<file path="config.mk">
export PLATFORM = sky130hd
export DESIGN_NAME = intt2_gs_pipeline_flat
export DESIGN_NICKNAME = d
export VERILOG_FILES = /design/src/rtl/intt2_gs_if.sv /design/src/rtl/intt2_gs_pipeline.sv /design/src/flat_wrapper.sv
export SDC_FILE = /design/constraint.sdc
export NUM_CORES = 2
export LEC_CHECK = 0
export ABC_AREA = 1
export BUFFER_PORTS_ARGS = -buffer_cell sky130_fd_sc_hd__buf_2
export CORE_ASPECT_RATIO = 0.5
export CORE_UTILIZATION = 30
export DETAILED_ROUTE_END_ITERATION = 12
export GPL_ROUTABILITY_DRIVEN = 0
export GPL_TIMING_DRIVEN = 0
export HOLD_SLACK_MARGIN = 0.12
export REMOVE_ABC_BUFFERS = 1
export SLEW_MARGIN = 25
export SYNTH_ARGS = -nofsm -noshare
export SYNTH_HDL_FRONTEND = slang
export SYNTH_SLANG_ARGS = --single-unit
export TNS_END_PERCENT = 20
</file>
<file path="constraint.sdc">
create_clock -name clk -period 7.16 [get_ports clk]
set_clock_uncertainty 0.1 [all_clocks]
set_input_delay 1.074 -clock clk [delete_from_list [all_inputs] [get_ports clk]]
set_output_delay 1.074 -clock clk [all_outputs]
set_load 0.01 [all_outputs]
</file>
<file path="src/rtl/intt2_gs_if.sv">
// Butterfly data bus: one (xin, yin, wr) triple per cycle qualified by en,
// and the matching (xout, yout) result qualified by valid.
//   master: drives xin/yin/wr/en, receives xout/yout/valid
//   slave : the butterfly pipeline
interface intt2_gs_if #(
  parameter int DW = 33
);
  logic [DW-1:0] xin;
  logic [DW-1:0] yin;
  logic [DW-1:0] wr;
  logic          en;
  logic [DW-1:0] xout;
  logic [DW-1:0] yout;
  logic          valid;

  modport master (output xin, yin, wr, en, input xout, yout, valid);
  modport slave  (input xin, yin, wr, en, output xout, yout, valid);
endinterface

</file>
<file path="src/rtl/intt2_gs_pipeline.sv">
// Gentleman-Sande inverse radix-2 butterfly over p = 2^33 - 2^20 + 1.
//   xout = (x + y) * s mod p,  yout = (x - y) * wr * s mod p,
//   s = 2^-1 when HALVE = 1, else 1. Six-cycle latency, one pair per clock.
// Ports:
//   clk   rising-edge clock
//   rst_n asynchronous active-low reset, clears every pipeline register
//   bus   intt2_gs_if slave: xin/yin/wr/en in, xout/yout/valid out
module intt2_gs_pipeline #(
  parameter int          DW    = 33,
  parameter logic [32:0] P     = 33'h1_FFF0_0001,
  parameter bit          HALVE = 1'b1
) (
  input  logic  clk,
  input  logic  rst_n,
  intt2_gs_if.slave bus
);
  localparam int LAT = 6;

  // (v * 2^-1) mod p: odd values become even by adding p, then shift.
  function automatic logic [32:0] halve_mod(input logic [32:0] v);
    return 33'((34'(v) + (v[0] ? 34'(P) : 34'd0)) >> 1);
  endfunction

  logic [33:0] add_s;
  logic [32:0] sum_n, diff_n;
  logic [53:0] q_n;
  logic [41:0] q2;
  logic [33:0] q3;
  logic [32:0] red_n;

  logic [32:0] sum_1, diff_1, wr_1;
  logic [49:0] pp_lo_2;
  logic [48:0] pp_hi_2;
  logic [32:0] sum_2;
  logic [65:0] prod_3;
  logic [32:0] sum_3;
  logic [53:0] q_4;
  logic [32:0] sum_4;
  logic [32:0] sum_5, red_5;
  logic [32:0] x_6, y_6;
  logic [LAT-1:0] vpipe;

  always_comb begin
    add_s  = 34'(bus.xin) + 34'(bus.yin);
    sum_n  = (add_s >= 34'(P)) ? 33'(add_s - 34'(P)) : add_s[32:0];
    diff_n = (bus.xin >= bus.yin) ? 33'(bus.xin - bus.yin)
                                  : 33'(34'(bus.xin) + 34'(P) - 34'(bus.yin));
    // Folds use 2^33 == 2^20 - 1 (mod p). Three folds shrink the 66-bit
    // product below 2p, so a single conditional subtract finishes it.
    q_n   = (54'(prod_3[65:33]) << 20) - 54'(prod_3[65:33]) + 54'(prod_3[32:0]);
    q2    = (42'(q_4[53:33]) << 20) - 42'(q_4[53:33]) + 42'(q_4[32:0]);
    q3    = (34'(q2[41:33]) << 20) - 34'(q2[41:33]) + 34'(q2[32:0]);
    red_n = (q3 >= 34'(P)) ? 33'(q3 - 34'(P)) : q3[32:0];
  end

  always_ff @(posedge clk or negedge rst_n) begin
    if (!rst_n) begin
      sum_1   <= '0;
      diff_1  <= '0;
      wr_1    <= '0;
      pp_lo_2 <= '0;
      pp_hi_2 <= '0;
      sum_2   <= '0;
      prod_3  <= '0;
      sum_3   <= '0;
      q_4     <= '0;
      sum_4   <= '0;
      sum_5   <= '0;
      red_5   <= '0;
      x_6     <= '0;
      y_6     <= '0;
      vpipe   <= '0;
    end else begin
      sum_1   <= sum_n;
      diff_1  <= diff_n;
      wr_1    <= 33'(bus.wr);
      // Product split on wr[16:0] / wr[32:17], recombined next stage.
      pp_lo_2 <= 50'(diff_1) * 50'(wr_1[16:0]);
      pp_hi_2 <= 49'(diff_1) * 49'(wr_1[32:17]);
      sum_2   <= sum_1;
      prod_3  <= 66'(pp_lo_2) + (66'(pp_hi_2) << 17);
      sum_3   <= sum_2;
      q_4     <= q_n;
      sum_4   <= sum_3;
      red_5   <= red_n;
      sum_5   <= sum_4;
      x_6     <= HALVE ? halve_mod(sum_5) : sum_5;
      y_6     <= HALVE ? halve_mod(red_5) : red_5;
      vpipe   <= {vpipe[LAT-2:0], bus.en};
    end
  end

  assign bus.xout  = DW'(x_6);
  assign bus.yout  = DW'(y_6);
  assign bus.valid = vpipe[LAT-1];
endmodule
</file>
<file path="src/flat_wrapper.sv">
// flat-port wrapper written by rule: the top's interface ports become plain ports
module intt2_gs_pipeline_flat 
#(
  parameter int          DW    = 33,
  parameter logic [32:0] P     = 33'h1_FFF0_0001,
  parameter bit          HALVE = 1'b1
)
  (clk, rst_n, bus_xin, bus_yin, bus_wr, bus_en, bus_xout, bus_yout, bus_valid);
  intt2_gs_if #(.DW(DW)) bus_i ();
  input  logic clk;
  input  logic rst_n;
  input wire logic [$bits(bus_i.xin)-1:0] bus_xin;
  input wire logic [$bits(bus_i.yin)-1:0] bus_yin;
  input wire logic [$bits(bus_i.wr)-1:0] bus_wr;
  input wire logic [$bits(bus_i.en)-1:0] bus_en;
  output wire logic [$bits(bus_i.xout)-1:0] bus_xout;
  output wire logic [$bits(bus_i.yout)-1:0] bus_yout;
  output wire logic [$bits(bus_i.valid)-1:0] bus_valid;
  assign bus_i.xin = bus_xin;
  assign bus_i.yin = bus_yin;
  assign bus_i.wr = bus_wr;
  assign bus_i.en = bus_en;
  assign bus_xout = bus_i.xout;
  assign bus_yout = bus_i.yout;
  assign bus_valid = bus_i.valid;
  intt2_gs_pipeline #(.DW(DW), .P(P), .HALVE(HALVE)) u_core (.clk(clk), .rst_n(rst_n), .bus(bus_i));
endmodule
</file>
# [Yosys cells after proc, flatten, opt, wreduce, memory -nomap -nowiden]
# Cells that the tools add are included.
[classes] add_sub_neg=15 div=0 eq_ne=0 reduce_logical=0 bitwise_logic=0 multipliers=2 shifts=0 order_cmp=3 mux=5
[op_table] operator="$mux W33" n=5
[op_table] operator="$add A33 B34 Y34" n=2
[op_table] operator="$ge A34 B33 Y1 const B" n=2
[op_table] operator="$add A50 B66 Y66" n=1
[op_table] operator="$sub A33 B33 Y33" n=2
[op_table] operator="$sub A33 B33 Y33 const B" n=2
[op_table] operator="$add A54 B33 Y54" n=1
[op_table] operator="$sub A53 B33 Y54" n=1
[op_table] operator="$mul A33 B17 Y50" n=1
[op_table] operator="$mul A33 B16 Y49" n=1
[op_table] operator="$add A42 B33 Y42" n=1
[op_table] operator="$sub A41 B21 Y42" n=1
[op_table] operator="$add A33 B33 Y34" n=1
[op_table] operator="$add A34 B33 Y34" n=1
[op_table] operator="$add A33 B33 Y33 const B" n=1
[op_table] operator="$ge A33 B33 Y1" n=1
[op_table] operator="$sub A29 B9 Y30" n=1
[word_totals] mem_count=0 latchBits=0 romBits=0 wordCells=40 register_bits=555 input_bits=102 ram_bits=0 out_inout_bits=67

# [Depth between registers and ports, before layout]
[depth] ltp_word=6 ltp_mapped=46 mapped_depth_nobuf=45

# [Least setup slack after synthesis]
# No wires, ideal clock.
[synth_timing] path_kind="register to register" start="register u_core.wr_1[18]" end="register u_core.pp_hi_2[45]" setup_ps=117 required_time_ps=6943 stages_incl_launch_ff=29 t_arrival_ps=5788 slack_ps=1156 synth_period_minus_slack_ps=6004 n_path_buf=2 path_cell_list="dfrtp_1 > clkbuf_1 > clkbuf_1 > nand2_1 > fa_1 > inv_1 > fa_1 > inv_1 > fa_1 > inv_1 > fa_1 > inv_1 > fa_1 > inv_1 > fa_1 > ha_1 > nand2_1 > nor2_1 > inv_1 > nor2_1 > a21oi_1 > or2_2 > nand2_1 > nand2_1 > nand2_1 > a21oi_1 > or2_2 > nand3_1 > nand2_1"
[synth_via] elab_chain_len=1
[synth_rtl] element="start: declaration" line_no="intt2_gs_pipeline.sv:31" text="logic [32:0] sum_1, diff_1, wr_1;"
[synth_rtl] element="start signal: assignment" line_no="intt2_gs_pipeline.sv:76" text="wr_1 <= 33'(bus.wr);"
[synth_rtl] element="$mul A33 B16 Y49" line_no="intt2_gs_pipeline.sv:79" text="pp_hi_2 <= 49'(diff_1) * 49'(wr_1[32:17]);"
[synth_rtl] element="end signal: assignment" line_no="intt2_gs_pipeline.sv:79"
[synth_rtl] element="end: declaration" line_no="intt2_gs_pipeline.sv:33" text="logic [48:0] pp_hi_2;"
# No other way between the ends.

# [Worst setup path in the final report]
[layout_timing] start="register u_core.diff_1[16]" end="register u_core.pp_lo_2[45]"
[layout_via] elab_chain_len=1
[layout_rtl] element="start: declaration" line_no="intt2_gs_pipeline.sv:31"
[layout_rtl] element="start signal: assignment" line_no="intt2_gs_pipeline.sv:75" text="diff_1 <= diff_n;"
[layout_rtl] element="$mul A33 B17 Y50" line_no="intt2_gs_pipeline.sv:78" text="pp_lo_2 <= 50'(diff_1) * 50'(wr_1[16:0]);"
[layout_rtl] element="end signal: assignment" line_no="intt2_gs_pipeline.sv:78"
[layout_rtl] element="end: declaration" line_no="intt2_gs_pipeline.sv:32" text="logic [49:0] pp_lo_2;"
# No other way between the ends.

==> flow_summary.ini <==
[setup_path]
r2r_slack_ns = 0.14
critPathBufInv = 5
cpLargestDelayFamily = adder cells
crit_slowest_cell = dfrtp_2
crit_cells = 21
slowest_delay_ns = 0.72
path_common_cell = fa_1
crit_path_end_kind = flip-flop
start_kind = flip-flop
cp_max_fo = 17
path_cells = buf_16, nand2_1, fa_1, inv_1, fa_1, inv_1, fa_1, fa_1, fa_1, inv_1, fa_1, ha_1, nand2_1, nor2_1, inv_1, nor2_1, nand4_1, o21ai_0, a21oi_1, o21ai_0, xor2_1
worst_r2r_path_depth = 21
cp.required_ns = 7.63
path_class = reg -> reg
critPathArrivalTime_ns = 7.49

[status]
status = finished clean

[die]
die-width_um = 696
io-pin-count = 169
dieArea_sq_um = 243000
start_util = 0.304
rows = 126
core_sq_um = 238000
fp.dieH_um = 349

[synthesis]
yosysUniqueCellTypes = 57
syn_inst = 9360
ys_seq_area_frac = 0.192
synth-main-ff-cell = dfrtp_1
ys_ff_latch = 555
synth_area_per_cell_sq_um = 7.72
synth_edf_count = 0
synth_async_sr_flop_share = 1.00
syn_area_sq_um = 72300
synth_warnings = 0

[sta]
rsz0062_at_grt = true
hold_viol_final = 0
timing.fmax_mhz = 143
maxSlewViolCount = 0
timing.setup.tns_ns = 0
setup_viol = 0
worst_slew_pin_slew_ns = 0.928
min_period_over_period = 0.980
fin_crit_ns = 7.02
max_slew_margin = 0.382

[cts]
cts_hold_buf = 0
clk_pin_slew_ns = 0.07
cts_sinks = 555
clockRootBuffer = clkbuf_16
clockBufferDepth = 3
htree_levels = 2
cts_tree = done
clk_latency_ns = 0.74
cts_buffers = 56

[place]
io_buffers = 168
dp_hpwl_mm = 170

[routing]
via_per_inst = 4.68
drt_iter0_drc = 4632
ant_nets = 0
routed_wirelength_mm = 206
first_pass_iters = 6
route.detailed.drc = 0
vias = 59033
drt-wirelength-per-cell_um = 16.3

[layout]
drive_gt1_frac = 0.0551
fillers = 24977
nets = 10985
syn2layout_area_growth_pct = 10.1
postLayoutCoreUtil = 0.335

[global_route]
grt_max_degree = 102
overflow = 0
grt_pass1_vias = 59878
grt_antenna_before_repair = 24
track_usage = 0.170
grt_pass1_wl_mm = 329

[worst_hold_path]
hp-class = in -> async

[flow_run]
drv_cap = 0
==> through the flow <==
step                hold WS (ns)  setup WS [ns]  std cells  area (sq um)
CTS                        0.155         0.0384      12581         79300
floorplan                  0.231           1.07       9050         71000
global route               0.193        -0.0389      12598         79600
global placement           0.231          -6.62      12418         75800
finish                     0.195          0.144      12601         79600
detailed placement         0.235        -0.0721      12477         77400
==> layer usage <==
layer / wire (um) / track usage / vias up
met5: 170 / 0 / -
met3: 12800 / 0.0233 / 365
met4: 6440 / 0.0510 / 28
met2: 96800 / 0.289 / 1869
met1: 89600 / 0.224 / 28735
li1: - / - / 28036
==> cells in the mapped netlist, drive strengths merged, types with 70 or more instances <==
master / count / area [sq um]
nand2: 2440 / 9240
inv: 2114 / 7940
fa: 935 / 18700
ha: 600 / 7510
nor2: 584 / 2320
dfrtp: 555 / 13900
a21oi: 455 / 2280
o21ai: 303 / 1540
xor2: 283 / 2500
nand3: 271 / 1400
clkbuf: 269 / 1010
xnor2: 116 / 1020
nand4: 70 / 438
==> layout make-up <==
cell class                 instances  area (sq um)  share of cell area
multi-input combinational       6380         49300               0.619
sequential                       555         14000               0.176
inverter                        2120          7960               0.100
tap                             3200          4000              0.0503
timing repair buffer             235          2390              0.0301
clock buffer                      71          1520              0.0191
clock inverter                    32           397             0.00499
antenna                            8          20.0            0.000252
==> final timing paths <==
kind,to,from
worst max-delay path,u_core.pp_lo_2[45],u_core.diff_1[16]
worst min-delay path,u_core.bus.yout[26],rst_n
worst max register to register,u_core.pp_lo_2[45],u_core.diff_1[16]
worst min register to register,u_core.prod_3[11],u_core.pp_lo_2[11]
max in group asynchronous,u_core.wr_1[21],rst_n
min in group clk,u_core.prod_3[11],u_core.pp_lo_2[11]
==> layout by cell type (no fill, tap or decap), types with 55 or more instances in the layout <==
cell type	instances
fa_1	935
a21oi_1	450
nand3_1	262
a31oi_1	55
nor2_1	550
nand2_1	2412
dfrtp_1	489
o21ai_0	273
xor2_1	280
ha_1	600
clkbuf_16	56
dfrtp_2	56
inv_1	2089
xnor2_1	116
nand4_1	70
buf_2	167
==> registers in the layout, indices dropped and copies added (netlist names), 49 cells and up <==
register / count
u_core.pp_hi_2: 49
u_core.pp_lo_2: 50
u_core.prod_3: 66
u_core.q_4: 54
==> kinds of logic (layout without fill, tap and decap cells) <==
| family | after synthesis | in the layout | synth area share |
|---|---|---|---|
| xor+xnor | 399 | 399 | 0.0487 |
| buf+inv | 2433 | 2458 | 0.128 |
| simple gates | 3489 | 3494 | 0.196 |
| compound gates | 948 | 948 | 0.0721 |
| fa+ha+maj | 1535 | 1535 | 0.363 |
| other cells | 1 | 12 | 0.0000519 |
| flops | 555 | 555 | 0.192 |
==> repair_timing <==
item,CTS,global route
cloned,1,4
setup buffers,0,8
pin swaps,1,6
gates resized for setup,0,30
setup endpoints to repair,23,37
Power is not shown: default switching activity piles up to over one toggle a cycle in this logic, so the estimate is an artifact.
